File: config.mk
export PLATFORM = sky130hd
export DESIGN_NAME = serial_adder_ctrl_flat
export DESIGN_NICKNAME = d
export VERILOG_FILES = /design/src/rtl/serial_arith_pkg.sv /design/src/rtl/serial_adder_ctrl_if.sv /design/src/rtl/serial_adder_ctrl_fa.sv /design/src/rtl/serial_adder_ctrl.sv /design/src/flat_wrapper.sv
export SDC_FILE = /design/constraint.sdc
export NUM_CORES = 1
export LEC_CHECK = 0
export BUFFER_PORTS_ARGS = -buffer_cell sky130_fd_sc_hd__buf_2
export CORE_MARGIN = 2
export CORE_UTILIZATION = 45
export DETAILED_ROUTE_END_ITERATION = 7
export PLACE_DENSITY_LB_ADDON = 0.1
export RECOVER_POWER = 25
export SLEW_MARGIN = 15
export SYNTH_ARGS = -nofsm -noshare
export SYNTH_HDL_FRONTEND = slang
export SYNTH_SLANG_ARGS = --single-unit
File: constraint.sdc
create_clock -name clk -period 1.3 [get_ports clk]
set_input_delay 0.325 -clock clk [delete_from_list [all_inputs] [get_ports clk]]
set_output_delay 0.325 -clock clk [all_outputs]
set_load 0.01 [all_outputs]
File: src/rtl/serial_arith_pkg.sv
// Shared types and constants for the bit-serial arithmetic blocks.
package serial_arith_pkg;
  localparam int SERIAL_WIDTH_DEFAULT = 8;

  typedef enum logic [1:0] {
    IDLE = 2'd0,
    RUN  = 2'd1,
    DONE = 2'd2
  } state_e;
endpackage

File: src/rtl/serial_adder_ctrl_if.sv
// Request/result bundle for serial_adder_ctrl.
// The sub signal exists only when SERIAL_ADD_SUB_EN is defined.
interface serial_adder_ctrl_if #(
  parameter int WIDTH = serial_arith_pkg::SERIAL_WIDTH_DEFAULT
);
  logic             start;
  logic [WIDTH-1:0] a;
  logic [WIDTH-1:0] b;
`ifdef SERIAL_ADD_SUB_EN
  logic             sub;
`endif
  logic             busy;
  logic             done;
  logic [WIDTH-1:0] sum;
  logic             cout;

`ifdef SERIAL_ADD_SUB_EN
  modport master (output start, a, b, sub, input busy, done, sum, cout);
  modport slave  (input start, a, b, sub, output busy, done, sum, cout);
`else
  modport master (output start, a, b, input busy, done, sum, cout);
  modport slave  (input start, a, b, output busy, done, sum, cout);
`endif
endinterface

File: src/rtl/serial_adder_ctrl_fa.sv
// One-bit full-adder cell shared by the serial arithmetic blocks.
module Full_adder (
  output logic S,
  output logic Cout,
  input  logic A,
  input  logic B,
  input  logic Cin
);
  assign S    = A ^ B ^ Cin;
  assign Cout = (A & B) | (Cin & (A ^ B));
endmodule

File: src/rtl/serial_adder_ctrl.sv
// Bit-serial adder: one Full_adder cell stepped LSB-first, WIDTH cycles per op.
// Optional subtract mode under SERIAL_ADD_SUB_EN.
module serial_adder_ctrl
  import serial_arith_pkg::*;
#(
  parameter int WIDTH = SERIAL_WIDTH_DEFAULT
) (
  input  logic               clk,
  input  logic               rst,
  serial_adder_ctrl_if.slave bus
);
  localparam int CW = $clog2(WIDTH);
  localparam logic [CW-1:0] LAST = CW'(WIDTH - 1);

  state_e           state_q, state_d;
  logic [WIDTH-1:0] a_sr_q, a_sr_d;
  logic [WIDTH-1:0] b_sr_q, b_sr_d;
  logic [WIDTH-1:0] s_sr_q, s_sr_d;
  logic [WIDTH-1:0] sum_q, sum_d;
  logic [CW-1:0]    cnt_q, cnt_d;
  logic             carry_q, carry_d;
  logic             cout_q, cout_d;
  logic             busy_q, busy_d;
  logic             done_q, done_d;

  logic             fa_s, fa_co, sub_w;
  logic [WIDTH-1:0] s_next;

`ifdef SERIAL_ADD_SUB_EN
  assign sub_w = bus.sub;
`else
  assign sub_w = 1'b0;
`endif

  Full_adder u_fa (
    .S   (fa_s),
    .Cout(fa_co),
    .A   (a_sr_q[0]),
    .B   (b_sr_q[0]),
    .Cin (carry_q)
  );

  // Sum bits enter at the MSB so the LSB lands at bit 0 after WIDTH steps.
  assign s_next = {fa_s, s_sr_q[WIDTH-1:1]};

  always_comb begin
    state_d = state_q;
    a_sr_d  = a_sr_q;
    b_sr_d  = b_sr_q;
    s_sr_d  = s_sr_q;
    sum_d   = sum_q;
    cnt_d   = cnt_q;
    carry_d = carry_q;
    cout_d  = cout_q;
    busy_d  = busy_q;
    done_d  = 1'b0;
    case (state_q)
      IDLE, DONE: begin
        if (bus.start) begin
          a_sr_d  = bus.a;
          b_sr_d  = sub_w ? ~bus.b : bus.b;
          carry_d = sub_w;
          cnt_d   = '0;
          busy_d  = 1'b1;
          state_d = RUN;
        end else begin
          state_d = IDLE;
        end
      end
      RUN: begin
        a_sr_d  = {1'b0, a_sr_q[WIDTH-1:1]};
        b_sr_d  = {1'b0, b_sr_q[WIDTH-1:1]};
        s_sr_d  = s_next;
        carry_d = fa_co;
        if (cnt_q == LAST) begin
          sum_d   = s_next;
          cout_d  = fa_co;
          busy_d  = 1'b0;
          done_d  = 1'b1;
          state_d = DONE;
        end else begin
          cnt_d = cnt_q + CW'(1);
        end
      end
      default: begin
        busy_d  = 1'b0;
        state_d = IDLE;
      end
    endcase
  end

  always_ff @(posedge clk) begin
    if (rst) begin
      state_q <= IDLE;
      a_sr_q  <= '0;
      b_sr_q  <= '0;
      s_sr_q  <= '0;
      sum_q   <= '0;
      cnt_q   <= '0;
      carry_q <= 1'b0;
      cout_q  <= 1'b0;
      busy_q  <= 1'b0;
      done_q  <= 1'b0;
    end else begin
      state_q <= state_d;
      a_sr_q  <= a_sr_d;
      b_sr_q  <= b_sr_d;
      s_sr_q  <= s_sr_d;
      sum_q   <= sum_d;
      cnt_q   <= cnt_d;
      carry_q <= carry_d;
      cout_q  <= cout_d;
      busy_q  <= busy_d;
      done_q  <= done_d;
    end
  end

  assign bus.busy = busy_q;
  assign bus.done = done_q;
  assign bus.sum  = sum_q;
  assign bus.cout = cout_q;
endmodule

File: src/flat_wrapper.sv
// flat-port wrapper written by rule: the top's interface ports become plain ports
module serial_adder_ctrl_flat import serial_arith_pkg::*;
#(
  parameter int WIDTH = SERIAL_WIDTH_DEFAULT
)
  (clk, rst, bus_start, bus_a, bus_b, bus_busy, bus_done, bus_sum, bus_cout);
  serial_adder_ctrl_if #(.WIDTH(WIDTH)) bus_i ();
  input  logic clk;
  input  logic rst;
  input wire logic [$bits(bus_i.start)-1:0] bus_start;
  input wire logic [$bits(bus_i.a)-1:0] bus_a;
  input wire logic [$bits(bus_i.b)-1:0] bus_b;
  output wire logic [$bits(bus_i.busy)-1:0] bus_busy;
  output wire logic [$bits(bus_i.done)-1:0] bus_done;
  output wire logic [$bits(bus_i.sum)-1:0] bus_sum;
  output wire logic [$bits(bus_i.cout)-1:0] bus_cout;
  assign bus_i.start = bus_start;
  assign bus_i.a = bus_a;
  assign bus_i.b = bus_b;
  assign bus_busy = bus_i.busy;
  assign bus_done = bus_i.done;
  assign bus_sum = bus_i.sum;
  assign bus_cout = bus_i.cout;
  serial_adder_ctrl #(.WIDTH(WIDTH)) u_core (.clk(clk), .rst(rst), .bus(bus_i));
endmodule
==> results.cfg, run 1 <==
[clocking]
hold_buffers = 0
path_clk_slew_ns = 0.11
cts_buffers = 5
htreeDepth = 2
cts_buffer_depth = 2
cts_tree = yes
clock_latency_ns = 0.35
cts.sinks = 40
cts-root-buf = clkbuf_4

[global_routing]
grt_pass1_wl_um = 5650
grt_pass1_vias = 1328
track_usage = 0.175
grt_max_degree = 41
grt-ovfl-total = 0
antenna_found_initial = 0

[outcome]
status = finished with violations
violations = negative setup slack

[detailed_routing]
drc = 0
vias = 1412
firstDrtPassIters = 4
drt_iter0_drc = 54
wl_um = 3290
antenna_left = 0
viasPerCell = 5.17
post_drt_wl_per_cell_um = 12.1

[synth]
synth.largest_area_cell = dfxtp_1
yosysWarnings = 0
ys_async_sr_fraction = 0
yosysTopAreaCellShare = 0.487
syn_inst = 194
synth_ff_type = dfxtp_1
synth_cell_types = 20
ys_seq_elements = 40
seq_area_frac_synth = 0.487
synth_area_per_cell_um2 = 8.47
netlist_top_cells_area = dfxtp_1 (49%), nand2_1 (13%), a21oi_1 (7.3%), a311oi_2 (5.5%), nand3_1 (4.6%)
synth_nets = 216
netlist_area_um2 = 1640
synth_edf_count = 0

[final_layout]
final_cell_mix = nand2_1 (54), dfxtp_1 (36), buf_2 (28), a21oi_1 (19), nor2_1 (17)
final_nets = 249
syn_to_final_growth_pct = 22.8
antenna_cells = 0
final_common_cell = nand2_1
drive_above_1_share = 0.313

[power]
vdd_drop_max_mv = 0.555
leakagePower_nw = 0.779
p_total_mw = 2.21
power_density_nw_per_um2 = 1100

[timing]
setup_slack_ns = -0.0356
fmax_mhz = 749
rsz0062_at_grt = true
final-hold-violation-count = 0
setup_viol_count_final = 4
skew_ns = 0.00842
tightest_slew_ns = 0.232
relSlewSlack = 0.844
fin_crit_sh = 1.03
slew_viol_final = 0
period_needed_ns = 1.34

[placed_design]
hpwl_um = 2260
gp_congestion = 0.685
post-place-ws_ns = -0.0885
numPortBuffers = 29

[min_path]
hold_class = in -> reg

[setup_path]
crit_chain = ha_4, ha_4, or3b_4, nand3_2, a21oi_2
worstPathRequired_ns = 1.55
cp_num_buf_inv = 0
path_class = reg -> reg
cp_common_cell = ha_4
cp_slowest_cell = or3b_4
cp_max_fo = 4
cp-end-kind = register
cp.arrival_ns = 1.58
crit_path_start_kind = register
critical_path.top_delay_family = simple AND/OR/NAND/NOR gates
cpPeakStageDelay_ns = 0.41

[floorplan]
die_w_um = 64.4
coreArea_um2 = 3420
num_rows = 21
ios = 30
fp.dieH_um = 64.4
start_util = 0.481
dieArea_um2 = 4150

[job]
max_cap_violations = 0
-- cells in the mapped netlist (all sizes together), types with 2 or more instances --
| cell | number |
|---|---|
| a21oi | 24 |
| nor2b | 2 |
| ha | 2 |
| nor2 | 17 |
| clkbuf | 4 |
| nand3 | 15 |
| nand2 | 56 |
| nand2b | 3 |
| a311oi | 14 |
| dfxtp | 40 |
| buf | 12 |
-- cell type report --
| type | instances | area, µm² |
|---|---|---|
| Clock buffer | 6 | 41.3 |
| Clock inverter | 1 | 5.00 |
| Fill cell | 340 | 1400 |
| Multi-Input combinational cell | 138 | 811 |
| Sequential cell | 40 | 806 |
| Tap cell | 46 | 57.6 |
| Timing Repair Buffer | 42 | 297 |
-- where the power goes --
part           switching (mW)  internal [mW]  total [mW]
logic                   0.170          0.142       0.313
clock network           0.377          0.199       0.577
registers              0.0363           1.29        1.32
-- tightest hold or removal path: cells and delay by family --
kind            cells  cell delay [ns]
compound gates      1             0.05
simple gates        1             0.05
buf+inv             1             0.10
-- flip-flops by register name (all words and copies together) (netlist names) --
| register | count |
|---|---|
| u_core.a_sr_q | 8 |
| u_core.b_sr_q | 8 |
| u_core.bus.sum | 8 |
| u_core.s_sr_q | 7 |
| u_core.cnt_q | 3 |
| u_core.state_q | 2 |
| u_core.bus.busy | 1 |
| u_core.bus.cout | 1 |
| u_core.bus.done | 1 |
| u_core.carry_q | 1 |
-- what timing repair did --
| action | 4_1_cts | 5_1_grt |
|---|---|---|
| endpoints found under the hold margin | 0 | 0 |
| resized for setup | 7 | 12 |
| endpoints found under the setup margin | 13 | 19 |
| buffers inserted | 1 | 0 |
| pin swaps | 3 | 9 |
| cloned | 0 | 1 |
-- cells by family after synthesis --
family                     Yosys count  synth area share
and+or+nand+nor                     96             0.246
DFF                                 40             0.487
AOI/OAI and AO/OA                   39             0.174
buffers and inverters               16            0.0655
adders and majority gates            3            0.0274
-- routing by layer --
metal | wire [µm] | GRT usage | vias to the layer above
met5 | 0 | 0 | -
met4 | 57 | 0.0798 | 0
met3 | 106 | 0.0434 | 7
met2 | 1620 | 0.301 | 28
met1 | 1500 | 0.205 | 654
li1 | - | - | 723
-- through the flow --
| stage | std cells | area (µm²) | util | setup TNS, ns | hold WS (ns) |
|---|---|---|---|---|---|
| final | 273 | 2020 | 0.590 | -0.103 | 0.207 |
| after global routing | 273 | 2020 | 0.590 | -0.809 | 0.184 |
| after CTS | 272 | 1980 | 0.579 | -0.101 | 0.192 |
| after detailed placement | 264 | 1890 | 0.554 | -0.256 | 0.451 |
| after global placement | 264 | 1890 | 0.554 | -0.0288 | 0.442 |
| after floorplan | 194 | 1670 | - | -0.0186 | 0.437 |
-- final timing paths --
path | startpoint | to | slack (ns) | cells past startpoint
max | u_core.cnt_q[0] | u_core.cnt_q[2] | -0.04 | 5
min | bus_a[7] | u_core.a_sr_q[7] | 0.21 | 3
max reg2reg | u_core.cnt_q[0] | u_core.cnt_q[2] | -0.04 | 5
min reg2reg | u_core.bus.sum[2] | u_core.bus.sum[2] | 0.46 | 2
Note: power is estimated with default switching activity, not from simulation.
==> run 2: changes to the inputs <==
--- a/config.mk
+++ b/config.mk
@@ -11,6 +11,7 @@
 export DETAILED_ROUTE_END_ITERATION = 7
 export PLACE_DENSITY_LB_ADDON = 0.1
 export RECOVER_POWER = 25
+export SETUP_SLACK_MARGIN = 0.4
 export SLEW_MARGIN = 15
 export SYNTH_ARGS = -nofsm -noshare
 export SYNTH_HDL_FRONTEND = slang
==> run 2 against run 1 <==
The flow still finishes with violations (negative setup slack). Critical endpoint unchanged. Critical path depth stayed put. Non-clock buffer count is 19 higher. Wire length is 26% higher. Maximum frequency is 1.0% lower. Clock power is 13% higher. Cell area is 27% higher. Sequential share of layout area is 7.6 points lower. Sequential power hardly changed. Via count is 9.1% higher.
==> results.cfg, run 2 (same netlist as run 1, synthesis figures left out) <==
[placed_design]
gp_congestion = 0.716
numPortBuffers = 29
post-place-ws_ns = -0.0401
hpwl_um = 2260
dp_cells = 263

[detailed_routing]
vias = 1541
antenna_left = 0
drc = 0
firstDrtPassIters = 4
post_drt_wl_per_cell_um = 14.1
wl_um = 4150
drt_iter0_drc = 73
viasPerCell = 5.24

[timing]
whs_ns = 0.210
setup_viol_count_final = 4
skew_ns = 0.00395
final-hold-violation-count = 0
fmax_mhz = 741
slew_viol_final = 0
period_needed_ns = 1.35
fin_crit_sh = 1.04
tightest_slew_ns = 0.236
relSlewSlack = 0.842
setup_slack_ns = -0.0493
rsz0062_at_grt = true

[floorplan]
fp.dieH_um = 64.4
num_rows = 21
dieArea_um2 = 4150
die_w_um = 64.4
start_util = 0.481
coreArea_um2 = 3420
ios = 30

[min_path]
hp-start = bus_a[7]
hold_path_end = u_core.a_sr_q[7]
hold_class = in -> reg
min_path_cells = 3

[final_layout]
syn_to_final_growth_pct = 55.5
final_cell_count_no_fill = 294
final_cell_mix = nand2_1 (45), dfxtp_1 (23), buf_6 (20), a21oi_1 (19), buf_2 (18)
drive_above_1_share = 0.556
antenna_cells = 0
final_nets = 269
final_common_cell = nand2_1
fill_cells = 245

[power]
p_switching_mw = 0.683
swShare = 0.273
pwr-share-comb = 0.203
vdd_drop_max_mv = 0.513
p_total_mw = 2.51
power.internal_mw = 1.82
leakagePower_nw = 0.967
power_frac_seq = 0.537
power_density_nw_per_um2 = 981
p_clk_frac = 0.260

[clocking]
cts_tree = yes
clock_latency_ns = 0.35
cts.sinks = 40
cts_buffers = 5
cts-root-buf = clkbuf_4
cts_buffer_depth = 2
path_clk_slew_ns = 0.11
htreeDepth = 2
hold_buffers = 0

[setup_path]
worstReg2RegEnd = u_core.cnt_q[2]
worstPathRequired_ns = 1.55
path_class = reg -> reg
cp_max_fo = 4
r2r_cells = 5
rrSetupSlack_ns = -0.05
r2r-start = u_core.cnt_q[0]
cp.arrival_ns = 1.59
cp-end-kind = register
crit_path_start_kind = register

[global_routing]
grt-ovfl-total = 0
track_usage = 0.204
antenna_found_initial = 0
grt_pass1_vias = 1479
grt_max_degree = 41
grt_pass1_wl_um = 6530

[job]
max_cap_violations = 0

[outcome]
status = finished with violations
violations = negative setup slack
==> run 2: cell count changes in the layout (fill, tap and decap cells not counted), sizes merged <==
cell    previous run  this run
clkinv             1         0
clkbuf             8         9
buf               40        60
nand2b             3         4
==> run 2: layout make-up <==
| cell class | instances | area [µm²] | share of cell area |
|---|---|---|---|
| multi-input cells | 139 | 1000 | 0.393 |
| clock buffers | 8 | 58.8 | 0.0230 |
| flip-flops and latches | 40 | 827 | 0.324 |
| repair buffers | 61 | 608 | 0.238 |
| well taps | 46 | 57.6 | 0.0225 |
==> run 2: repair_timing <==
action,CTS,global route
gates cloned,4,1
endpoints found under the setup margin,51,51
gates resized for setup,80,20
pin swaps,18,11
buffers inserted,10,8
==> run 2: per-layer routing <==
metal  up-vias  routed length, µm  GRT usage
met5         -                  0          0
met4         0                 72     0.0904
met3         7                165     0.0434
met2        31               2210      0.362
met1       736               1700      0.236
li1        767                  -          -
==> run 2: power by group through the flow <==
| stage | Combinational, mW | Sequential [mW] | Clock [mW] |
|---|---|---|---|
| finish | 0.510 | 1.35 | 0.651 |
| global route | 0.549 | 1.35 | 0.709 |
| CTS | 0.449 | 1.34 | 0.679 |
| detailed placement | 0.312 | 1.35 | 0 |
| global placement | 0.299 | 1.35 | 0 |
| floorplan | 0.232 | 1.34 | 0 |
==> run 2: worst max-delay path by stage <==
| stage | start | end | slack, ns | depth (start not counted) |
|---|---|---|---|---|
| 3_5_place_dp | u_core.cnt_q[1] | u_core.cnt_q[1] | -0.04 | 5 |
| 5_1_grt | u_core.cnt_q[1] | u_core.cnt_q[2] | -0.08 | 5 |
| 3_3_place_gp | u_core.cnt_q[1] | u_core.cnt_q[0] | 0.0002 | 5 |
| 6_report | u_core.cnt_q[0] | u_core.cnt_q[2] | -0.05 | 5 |
| 4_1_cts | u_core.cnt_q[1] | u_core.cnt_q[1] | -0.01 | 5 |
| 2_1_floorplan | u_core.cnt_q[1] | u_core.cnt_q[1] | 0.01 | 5 |
==> run 2: through the flow <==
step,TNS [ns],utilization,cell area [µm²]
floorplan,0,-,1720
global placement,0,0.560,1910
detailed placement,-0.115,0.560,1910
CTS,-0.0404,0.699,2390
global route,-0.817,0.748,2550
finish,-0.120,0.748,2550
==> run 2: critical path, cell delays in order (launching register included) <==
cell and delay [ns]:
dfxtp_2 0.35, ha_4 0.16, ha_4 0.17, or3b_4 0.41, nand3_2 0.10, a21oi_2 0.05
